[config.mk]
export PLATFORM = sky130hd
export DESIGN_NAME = bp_cfg_buffered_regs
export DESIGN_NICKNAME = d
export VERILOG_FILES = /design/src/rtl/bp_cfg_regs_pkg.sv /design/src/rtl/bp_cfg_regs_fifo.sv /design/src/rtl/bp_cfg_buffered_regs.sv
export SDC_FILE = /design/constraint.sdc
export NUM_CORES = 2
export LEC_CHECK = 0
export CORE_MARGIN = 2
export CORE_UTILIZATION = 35
export CTS_CLUSTER_DIAMETER = 60
export DETAILED_ROUTE_END_ITERATION = 8
export DONT_BUFFER_PORTS = 1
export MAX_ROUTING_LAYER = met4
export PLACE_DENSITY = 0.56
export SLEW_MARGIN = 5
export SYNTH_ARGS = -nofsm -noshare
export SYNTH_HDL_FRONTEND = slang
export SYNTH_SLANG_ARGS = --single-unit
[constraint.sdc]
create_clock -name clk_i -period 3.45 [get_ports clk_i]
set_input_delay 0.1725 -clock clk_i [delete_from_list [all_inputs] [get_ports clk_i]]
set_output_delay 0.1725 -clock clk_i [all_outputs]
set_load 0.02 [all_outputs]
[src/rtl/bp_cfg_regs_pkg.sv]
// Shared types for the buffered configuration-register slave: command/response
// struct declaration macros (widths are parameter-dependent) and the address-decode enum.
`define BP_CFG_CMD_WIDTH(addr_w, data_w, tag_w) (1 + (addr_w) + (data_w) + (tag_w))
`define BP_CFG_RESP_WIDTH(data_w, tag_w) ((data_w) + (tag_w) + 1)

`define DECLARE_BP_CFG_CMD_S(addr_w, data_w, tag_w) \
  typedef struct packed {                             \
    logic                  wr;                        \
    logic [(addr_w)-1:0]   addr;                      \
    logic [(data_w)-1:0]   data;                      \
    logic [(tag_w)-1:0]    tag;                       \
  } bp_cfg_cmd_s

`define DECLARE_BP_CFG_RESP_S(data_w, tag_w) \
  typedef struct packed {                     \
    logic [(data_w)-1:0]   data;              \
    logic [(tag_w)-1:0]    tag;               \
    logic                  err;               \
  } bp_cfg_resp_s

package bp_cfg_regs_pkg;

  typedef enum logic [1:0] {
    e_cfg_rw,
    e_cfg_ro,
    e_cfg_err
  } bp_cfg_decode_e;

endpackage

[src/rtl/bp_cfg_regs_fifo.sv]
// Circular FIFO with explicit occupancy count (any depth >= 2), registered
// full/empty flags, valid/ready enqueue and valid/yumi dequeue.
module bp_cfg_regs_fifo #(
  parameter int width_p = 8,
  parameter int els_p   = 4
) (
  input  logic               clk_i,
  input  logic               reset_n_i,
  input  logic               v_i,
  output logic               ready_o,
  input  logic [width_p-1:0] data_i,
  output logic               v_o,
  output logic [width_p-1:0] data_o,
  input  logic               yumi_i
);

  localparam int ptr_w_lp = $clog2(els_p);
  localparam int cnt_w_lp = $clog2(els_p + 1);

  logic [width_p-1:0]  mem_q [els_p];
  logic [ptr_w_lp-1:0] wr_ptr_q, wr_ptr_d;
  logic [ptr_w_lp-1:0] rd_ptr_q, rd_ptr_d;
  logic [cnt_w_lp-1:0] count_q, count_d;
  logic                full_q, full_d;
  logic                empty_q, empty_d;

  // The enclosing logic only raises v_i when a slot is free or the head is
  // leaving this same cycle, so an enqueue into a full FIFO with a pop is legal.
  always_comb begin
    // NOTE: every always_comb output gets a default first so no path leaves it unassigned (no latch).
    wr_ptr_d = wr_ptr_q;
    rd_ptr_d = rd_ptr_q;
    if (v_i)
      wr_ptr_d = (wr_ptr_q == ptr_w_lp'(els_p - 1)) ? '0 : wr_ptr_q + 1'b1;
    if (yumi_i)
      rd_ptr_d = (rd_ptr_q == ptr_w_lp'(els_p - 1)) ? '0 : rd_ptr_q + 1'b1;
    count_d = count_q + cnt_w_lp'(v_i) - cnt_w_lp'(yumi_i);
    full_d  = (count_d == cnt_w_lp'(els_p));
    empty_d = (count_d == '0);
  end

  // NOTE: state flops use non-blocking assignments so every flop samples pre-edge values.
  always_ff @(posedge clk_i or negedge reset_n_i) begin
    if (!reset_n_i) begin
      wr_ptr_q <= '0;
      rd_ptr_q <= '0;
      count_q  <= '0;
      full_q   <= 1'b0;
      empty_q  <= 1'b1;
    end else begin
      wr_ptr_q <= wr_ptr_d;
      rd_ptr_q <= rd_ptr_d;
      count_q  <= count_d;
      full_q   <= full_d;
      empty_q  <= empty_d;
    end
  end

  // NOTE: storage is deliberately not reset; validity comes from the count, and data_o is gated while empty.
  always_ff @(posedge clk_i) begin
    if (v_i)
      mem_q[wr_ptr_q] <= data_i;
  end

  assign ready_o = ~full_q;
  assign v_o     = ~empty_q;
  assign data_o  = empty_q ? '0 : mem_q[rd_ptr_q];

endmodule

[src/rtl/bp_cfg_buffered_regs.sv]
// Buffered config-register slave: command FIFO -> single-cycle serial execute
// against RW registers / RO status window -> tagged response FIFO.
module bp_cfg_buffered_regs
  import bp_cfg_regs_pkg::*;
#(
  parameter int data_width_p = 64,
  parameter int addr_width_p = 8,
  parameter int tag_width_p  = 4,
  parameter int num_rw_p     = 8,
  parameter int num_ro_p     = 4,
  parameter int cmd_els_p    = 4,
  parameter int resp_els_p   = 4,
  parameter logic [num_rw_p*data_width_p-1:0] rw_reset_val_p = '0
) (
  input  logic                             clk_i,
  input  logic                             reset_n_i,
  input  logic                             cmd_v_i,
  output logic                             cmd_ready_o,
  input  logic                             cmd_wr_i,
  input  logic [addr_width_p-1:0]          cmd_addr_i,
  input  logic [data_width_p-1:0]          cmd_data_i,
  input  logic [tag_width_p-1:0]           cmd_tag_i,
  output logic                             resp_v_o,
  input  logic                             resp_yumi_i,
  output logic [data_width_p-1:0]          resp_data_o,
  output logic [tag_width_p-1:0]           resp_tag_o,
  output logic                             resp_err_o,
  output logic [num_rw_p*data_width_p-1:0] cfg_o,
  output logic [num_rw_p-1:0]              cfg_wr_pulse_o,
  input  logic [num_ro_p*data_width_p-1:0] status_i
);

  `DECLARE_BP_CFG_CMD_S(addr_width_p, data_width_p, tag_width_p);
  `DECLARE_BP_CFG_RESP_S(data_width_p, tag_width_p);

  localparam int cmd_width_lp  = `BP_CFG_CMD_WIDTH(addr_width_p, data_width_p, tag_width_p);
  localparam int resp_width_lp = `BP_CFG_RESP_WIDTH(data_width_p, tag_width_p);

  bp_cfg_cmd_s         cmd_in, cmd_head;
  bp_cfg_resp_s        resp_d, resp_head;
  logic                cmd_v, resp_ready, exec_fire;
  bp_cfg_decode_e      decode;
  logic [data_width_p-1:0] rd_data;

  logic [data_width_p-1:0] cfg_q [num_rw_p];
  logic [data_width_p-1:0] cfg_d [num_rw_p];
  logic [num_rw_p-1:0]     cfg_wr_pulse_q, cfg_wr_pulse_d;

  assign cmd_in = '{wr: cmd_wr_i, addr: cmd_addr_i, data: cmd_data_i, tag: cmd_tag_i};

  bp_cfg_regs_fifo #(.width_p(cmd_width_lp), .els_p(cmd_els_p)) cmd_fifo (
    .clk_i     (clk_i),
    .reset_n_i (reset_n_i),
    .v_i       (cmd_v_i & cmd_ready_o),
    .ready_o   (cmd_ready_o),
    .data_i    (cmd_in),
    .v_o       (cmd_v),
    .data_o    (cmd_head),
    .yumi_i    (exec_fire)
  );

  // A full response FIFO that is popping this cycle still has room for one more.
  assign exec_fire = cmd_v & (resp_ready | resp_yumi_i);

  always_comb begin
    decode  = e_cfg_err;
    rd_data = '0;
    for (int i = 0; i < num_rw_p; i++) begin
      if (cmd_head.addr == addr_width_p'(i)) begin
        decode  = e_cfg_rw;
        rd_data = cfg_q[i];
      end
    end
    for (int j = 0; j < num_ro_p; j++) begin
      if (cmd_head.addr == addr_width_p'(num_rw_p + j)) begin
        decode  = e_cfg_ro;
        rd_data = status_i[j*data_width_p +: data_width_p];
      end
    end
  end

  always_comb begin
    cfg_d          = cfg_q;
    cfg_wr_pulse_d = '0;
    resp_d.tag     = cmd_head.tag;
    resp_d.err     = (decode == e_cfg_err) | (cmd_head.wr & (decode == e_cfg_ro));
    resp_d.data    = (!cmd_head.wr && decode != e_cfg_err) ? rd_data : '0;
    if (exec_fire && cmd_head.wr && decode == e_cfg_rw) begin
      for (int i = 0; i < num_rw_p; i++) begin
        if (cmd_head.addr == addr_width_p'(i)) begin
          cfg_d[i]          = cmd_head.data;
          cfg_wr_pulse_d[i] = 1'b1;
        end
      end
    end
  end

  always_ff @(posedge clk_i or negedge reset_n_i) begin
    if (!reset_n_i) begin
      for (int i = 0; i < num_rw_p; i++)
        cfg_q[i] <= rw_reset_val_p[i*data_width_p +: data_width_p];
      cfg_wr_pulse_q <= '0;
    end else begin
      cfg_q          <= cfg_d;
      cfg_wr_pulse_q <= cfg_wr_pulse_d;
    end
  end

  bp_cfg_regs_fifo #(.width_p(resp_width_lp), .els_p(resp_els_p)) resp_fifo (
    .clk_i     (clk_i),
    .reset_n_i (reset_n_i),
    .v_i       (exec_fire),
    .ready_o   (resp_ready),
    .data_i    (resp_d),
    .v_o       (resp_v_o),
    .data_o    (resp_head),
    .yumi_i    (resp_yumi_i)
  );

  assign resp_data_o    = resp_head.data;
  assign resp_tag_o     = resp_head.tag;
  assign resp_err_o     = resp_head.err;
  assign cfg_wr_pulse_o = cfg_wr_pulse_q;

  for (genvar g = 0; g < num_rw_p; g++) begin : g_cfg_out
    assign cfg_o[g*data_width_p +: data_width_p] = cfg_q[g];
  end

  a_yumi_needs_valid: assert property (@(posedge clk_i) disable iff (!reset_n_i)
    resp_yumi_i |-> resp_v_o);

endmodule

Yosys cells after proc, flatten, opt, wreduce, memory -nomap -nowiden
Memory sizes are Yosys's and may differ from the RTL's.
Index checks and enable logic that the tools add are counted.
{"block": "classes", "n_reduce_logical": 16, "n_addsub": 8, "eq_ne": 20, "mux": 44, "bitwise_logic": 9}
{"cell": "64-bit 2-to-1 mux", "n": 13}
{"cell": "77-bit 2-to-1 mux", "n": 1}
{"cell": "69-bit 2-to-1 mux", "n": 1}
{"cell": "8-bit by 3-bit == test with 1-bit output (second input constant)", "n": 4}
{"cell": "8-bit by 4-bit == test with 1-bit output (second input constant)", "n": 4}
{"cell": "2-bit 2-to-1 mux", "n": 16}
{"cell": "8-bit by 2-bit == test with 1-bit output (second input constant)", "n": 2}
{"cell": "2-bit AND reduction", "n": 8}
{"cell": "1-bit 2-to-1 mux", "n": 12}
{"cell": "2-bit == test (second input constant)", "n": 5}
{"cell": "2-bit by 1-bit adder with 2-bit output (second input constant)", "n": 4}
{"cell": "8-bit by 1-bit == test with 1-bit output (second input constant)", "n": 1}
{"cell": "8-bit logical NOT", "n": 1}
{"cell": "8-bit 2-to-1 mux", "n": 1}
{"cell": "3-bit by 1-bit adder with 3-bit output", "n": 2}
{"cell": "3-bit == test (second input constant)", "n": 2}
{"cell": "3-bit logical NOT", "n": 2}
{"cell": "3-bit by 1-bit subtractor with 3-bit output", "n": 2}
{"cell": "1-bit inverter", "n": 4}
{"cell": "1-bit bitwise AND", "n": 3}
{"cell": "1-bit logical AND", "n": 3}
{"cell": "2-bit by 1-bit == test with 1-bit output (second input constant)", "n": 1}
{"cell": "2-bit logical NOT", "n": 1}
{"cell": "2-bit != test (second input constant)", "n": 1}
{"cell": "2 further kinds", "n": 3}
{"block": "word_totals", "input_bits": 337, "mem_count": 2, "register_bits": 538, "output_inout_bits": 591, "mem_bits_rw": 584}
{"name": "cmd_fifo.mem_q", "depth": 4, "width": 77, "rd": 1, "rd_ports_with_merged_regs": 0, "write_ports": 1, "line_no": "bp_cfg_regs_fifo.sv:20", "rtl": "logic [width_p-1:0] mem_q [els_p];"}
{"name": "resp_fifo.mem_q", "depth": 4, "width": 69, "rd": 1, "rd_ports_with_merged_regs": 0, "write_ports": 1, "line_no": "bp_cfg_regs_fifo.sv:20"}

Logic depth before layout (Yosys ltp)
An unclocked memory read counts as a cell.
{"block": "depth", "ltp_word": 18, "mapped_depth": 14, "ltp_nobuf": 10}

Modules after synthesis
Synthesis repeated with hierarchy kept, for this count alone.
{"block": "hier_totals", "cells_unflattened": 3234, "area_unflattened_um2": 49328.6}
{"module": "bp_cfg_buffered_regs", "cells_each": 2063, "n_inst": 1, "seq_area_each_um2": 13012.5, "area_per_inst_um2": 26534.2}
{"module": "bp_cfg_regs_fifo at cmd_fifo", "cells_each": 615, "n_inst": 1, "seq_area_each_um2": 9475.3, "area_per_inst_um2": 12000.3}
{"module": "bp_cfg_regs_fifo at resp_fifo", "cells_each": 556, "n_inst": 1, "seq_area_each_um2": 8514.4, "area_per_inst_um2": 10794.1}

Least setup slack after synthesis
No wires, ideal clock.
{"block": "synth_path", "path_kind": "register to register", "start": "reg cmd_fifo.empty_q", "end": "mem resp_fifo.mem_q[0][0] in the netlist's numbering (enable)", "arrival_ps": 3327, "path_buffers": 5, "setup_ps": 435, "path_stages_with_launch": 8, "slack_ps": -312, "path_cell_list": "dfstp_2 -> clkbuf_1 -> buf_2 -> clkbuf_1 -> clkbuf_1 -> nor2_1 -> clkbuf_1 -> and2_1"}
{"block": "synth_via", "elab_chain_len": 4}
{"item": "start: declaration", "line_no": "bp_cfg_regs_fifo.sv:25", "rtl": "logic empty_q, empty_d;"}
{"item": "start signal: assignment", "line_no": "bp_cfg_regs_fifo.sv:55", "rtl": "empty_q <= empty_d;"}
{"item": "1-bit inverter", "line_no": "bp_cfg_regs_fifo.sv:66", "rtl": "assign v_o = ~empty_q;"}
{"item": "1-bit bitwise AND", "line_no": "bp_cfg_buffered_regs.sv:63", "rtl": "assign exec_fire = cmd_v & (resp_ready | resp_yumi_i);"}
{"item": "net cmd_fifo.yumi_i", "line_no": "bp_cfg_regs_fifo.sv:14", "rtl": "input logic yumi_i"}
{"item": "1-bit 2-to-1 mux", "line_no": "bp_cfg_regs_fifo.sv:61", "rtl": "if (v_i)"}
{"item": "1-bit 2-to-1 mux (implied by the code)", "line_no": "bp_cfg_regs_fifo.sv:62", "rtl": "mem_q[wr_ptr_q] <= data_i;"}
{"item": "end: declaration", "line_no": "bp_cfg_regs_fifo.sv:20"}
The timed path passes the listed nets, and every way through them passes these cells.

==> impl_metrics.yaml <==
status:
  status: "complete, but fails checks"
  violations: "negative hold slack, max-slew violations, negative setup slack"
pwr:
  clockPowerShare_pct: 26.9
  ir_drop_mv: 0.642
  pwr-share-seq_pct: 35.4
  p_switching_mw: 20.5
  cellLeakagePower_nw: 23.0
  switching_share_pct: 39.9
  pwr-share-comb_pct: 37.7
  power_mw: 51.4
  p_int_mw: 30.9
  p_per_area_nw_per_um2: 852
min_path:
  hold_class: "input pin to asynchronous set/reset pin"
sta:
  finalClockSkew_ns: 0.0340
  setup_viol_count_final: 4
  layout_setup_ws_ns: -0.0217
  slew_violations: 418
  finalCritPeriodShare_pct: 101
  rsz0062_at_grt: "true"
  final_hold_viol_count: 430
  finalCriticalPeriod_ns: 3.47
  worst_slew_pin_slew_ns: 4.20
  setup_tns_ns: -0.0832
  holdWs_ns: -0.878
  slew_headroom_pct: -180
  fmax_mhz: 288
logic_synthesis:
  yosys-top-cells-count: "edfxtp_1, nand2_1, dfrtp_1"
  synth_area_leaders: "edfxtp_1, dfrtp_1, mux4_2"
  syn_nets: 4084
  synth_compound_gate_area_share_pct: 14.2
  synth-simple-area-share_pct: 7.40
  yosysUniqueCellTypes: 76
  ys_seq_elements: 1122
  netlist_area_sq_um: 48100
  synth_warnings: 0
  yosysSeqAreaShare_pct: 64.5
  synth-xor-area-share_pct: 0.0729
  syn_area_per_cell_sq_um: 12.9
  ys_async_sr_fraction_pct: 48.0
  synthMuxAreaShare_pct: 9.51
  synth.top_cell.area_share_pct: 36.5
  yosys.area.top_type: "edfxtp_1"
  synth_cells: 3731
  synth-adder-area-share_pct: 0.448
  ys.flop_type: "edfxtp_1"
  yosysMostFrequentCell: "edfxtp_1"
  synth_top_family_by_area: "compound AO/OA/AOI/OAI gates"
  synth_edf_count: 584
worst_setup_path:
  cpPeakStageDelay_ns: 0.73
  cp.arrival_ns: 3.98
  critPathKind: "flop to flop"
  slowest_stage: "mux4_4"
  crit_fanout: 21
  end_kind: "flop"
  cp.buffers_inverters: 4
  cp.required_ns: 3.95
  path_cells: "mux4_4 -> buf_12 -> buf_4 -> o21a_4 -> buf_12 -> o21ai_0 -> nand2_1 -> a221oi_1 -> a2111oi_1 -> buf_4"
  reg2reg_slack_ns: -0.02
  critPathTopFamily: "compound AO/OA/AOI/OAI gates"
  start_kind: "flop"
floorplanning:
  die_x_microns: 375
  die_h_microns: 375
  boundaryPins: 928
  start_util_pct: 35.1
  num_rows: 136
  die_area_sq_um: 140000
  core_sq_um: 137000
grt:
  first_global_vias: 35000
  grt_first_pass_wirelength_microns: 316000
  antenna_found_initial: 87
  grt_usage_pct: 33.9
  grt_max_degree: 539
  overflow: 0
routing:
  antenna_left: 0
  drt-wirelength-per-cell_microns: 38.8
  vias: 36900
  vias_per_cell: 6.03
  drt_iter0_markers: 5110
  routed_wirelength_microns: 237000
  dr.pass1.iters: 9
  drc_errors: 0
final_layout:
  nets: 4488
  drive_gt1_share_pct: 19.0
  syn_to_final_growth_pct: 25.6
  fill_cells: 12400
  layout.area.seq_sq_um: 31000
  stdcell_count: 6115
  multiInputGateArea_sq_um: 15900
  utilization_pct: 44.1
placed_design:
  dp_cells: 5542
  io_buffers: 0
  detailed_place_hpwl_microns: 176000
  place_congestion: 0.984
cts:
  cts_tree: "built"
  clk_latency_ns: 0.77
  cts_inserted_buffers: 131
  htreeDepth: 4
  path_clk_slew_ns: 0.06
  clock_tree.root_cell: "clkbuf_16"
  cts_buffer_depth: 3
  cts.sinks: 1122
job:
  max_cap_viol_count: 0
## metrics by stage
stage	hold slack (ns)	instance area, sq um	setup slack, ns
after floorplan	-0.123	48100	0.0336
after global placement	-0.105	52900	-0.694
after detailed placement	-0.107	52900	-0.710
after CTS	-0.931	59500	0.00682
after global routing	-0.909	60400	-0.0279
final	-0.878	60400	-0.0217
## cell families (layout without fill, tap and decap cells)
logic type | count (synthesis) | after routing
and+or+nand+nor | 805 | 805
muxes | 279 | 279
buffers and inverters | 444 | 955
AOI/OAI and AO/OA | 1061 | 1062
xor gates and xnor gates | 4 | 4
DFF | 1122 | 1122
other | 0 | 78
adders and majority gates | 16 | 16
## worst paths after layout
kind                                                to  depth (start not counted)                  from
worst max-delay path            resp_fifo.mem_q[1][42]                         10  cmd_fifo.rd_ptr_q[0]
worst min-delay path                        cfg_o[184]                          0             reset_n_i
worst max register to register  resp_fifo.mem_q[1][42]                         10  cmd_fifo.rd_ptr_q[0]
worst min register to register     cmd_fifo.count_q[2]                          1   cmd_fifo.count_q[2]
max in group asynchronous                   cfg_o[321]                          0             reset_n_i
min in group clk_i              resp_fifo.mem_q[3][40]                          2          status_i[99]
## power groups by stage
| stage | clock network [mW] | registers [mW] | logic, mW |
|---|---|---|---|
| 2_1_floorplan | 0 | 17.8 | 9.67 |
| 3_3_place_gp | 0 | 18.4 | 18.1 |
| 3_5_place_dp | 0 | 18.5 | 18.2 |
| 4_1_cts | 13.9 | 18.2 | 18.6 |
| 5_1_grt | 14.5 | 18.4 | 20.1 |
| 6_report | 13.8 | 18.2 | 19.4 |
## timing repair
| item | in CTS | in global routing |
|---|---|---|
| pin swaps | 5 | 30 |
| gates cloned | 0 | 3 |
| setup buffers | 4 | 37 |
| endpoints found under the hold margin | 1066 | 558 |
| setup endpoints to repair | 146 | 268 |
| resized for setup | 32 | 60 |
| hold buffers | 209 | 8 |
## state kept, by name (all words and copies together) (netlist names)
signal / count
cmd_fifo.full_q: 1
cfg_o: 512
cmd_fifo.count_q: 3
cmd_fifo.wr_ptr_q: 2
resp_fifo.full_q: 1
resp_fifo.rd_ptr_q: 2
cmd_fifo.rd_ptr_q: 2
resp_fifo.wr_ptr_q: 2
cmd_fifo.empty_q: 1
cmd_fifo.mem_q: 308
cfg_wr_pulse_o: 8
resp_fifo.mem_q: 276
resp_fifo.count_q: 3
resp_fifo.empty_q: 1
## layout by cell type, fill, tap and decap left out, drive strengths merged, types with 5 or more instances in the layout
cell type	count
a222oi	36
buf	344
o21ai	484
mux4	142
a2111oi	51
o22a	31
a2111o	5
a22oi	26
and2	84
edfxtp	584
nor2	83
diode	78
o211ai	15
mux2i	132
clkinv	31
o22ai	134
or3	5
nor4	20
nor3b	16
nand2	554
a221oi	28
dlygate4sd3	217
dfrtp	536
nor2b	5
a211oi	24
inv	164
nor3	14
clkbuf	192
nand3	9
ha	14
mux2	5
a21oi	115
a221o	47
o21a	30
## layout make-up
cell class                      count  share of cell area, %
Sequential cell                  1122                   51.4
Tap cell                         1794                   3.72
Clock buffer                      190                   6.30
Timing Repair Buffer              563                   10.2
Multi-Input combinational cell   2166                   26.4
Antenna cell                       78                  0.323
Inverter                          151                  0.951
Clock inverter                     51                  0.752
## routing by layer
layer	track usage (%)	wire length, microns	share of wire [%]	up-vias
met1	42.7	92700	39	19000
met3	13.4	29700	13	477
li1	-	-	-	14900
met5	-	0	0	-
met2	49.1	105000	44	2466
met4	12.5	10100	4.3	0
Note: power is estimated with default switching activity, not from simulation.
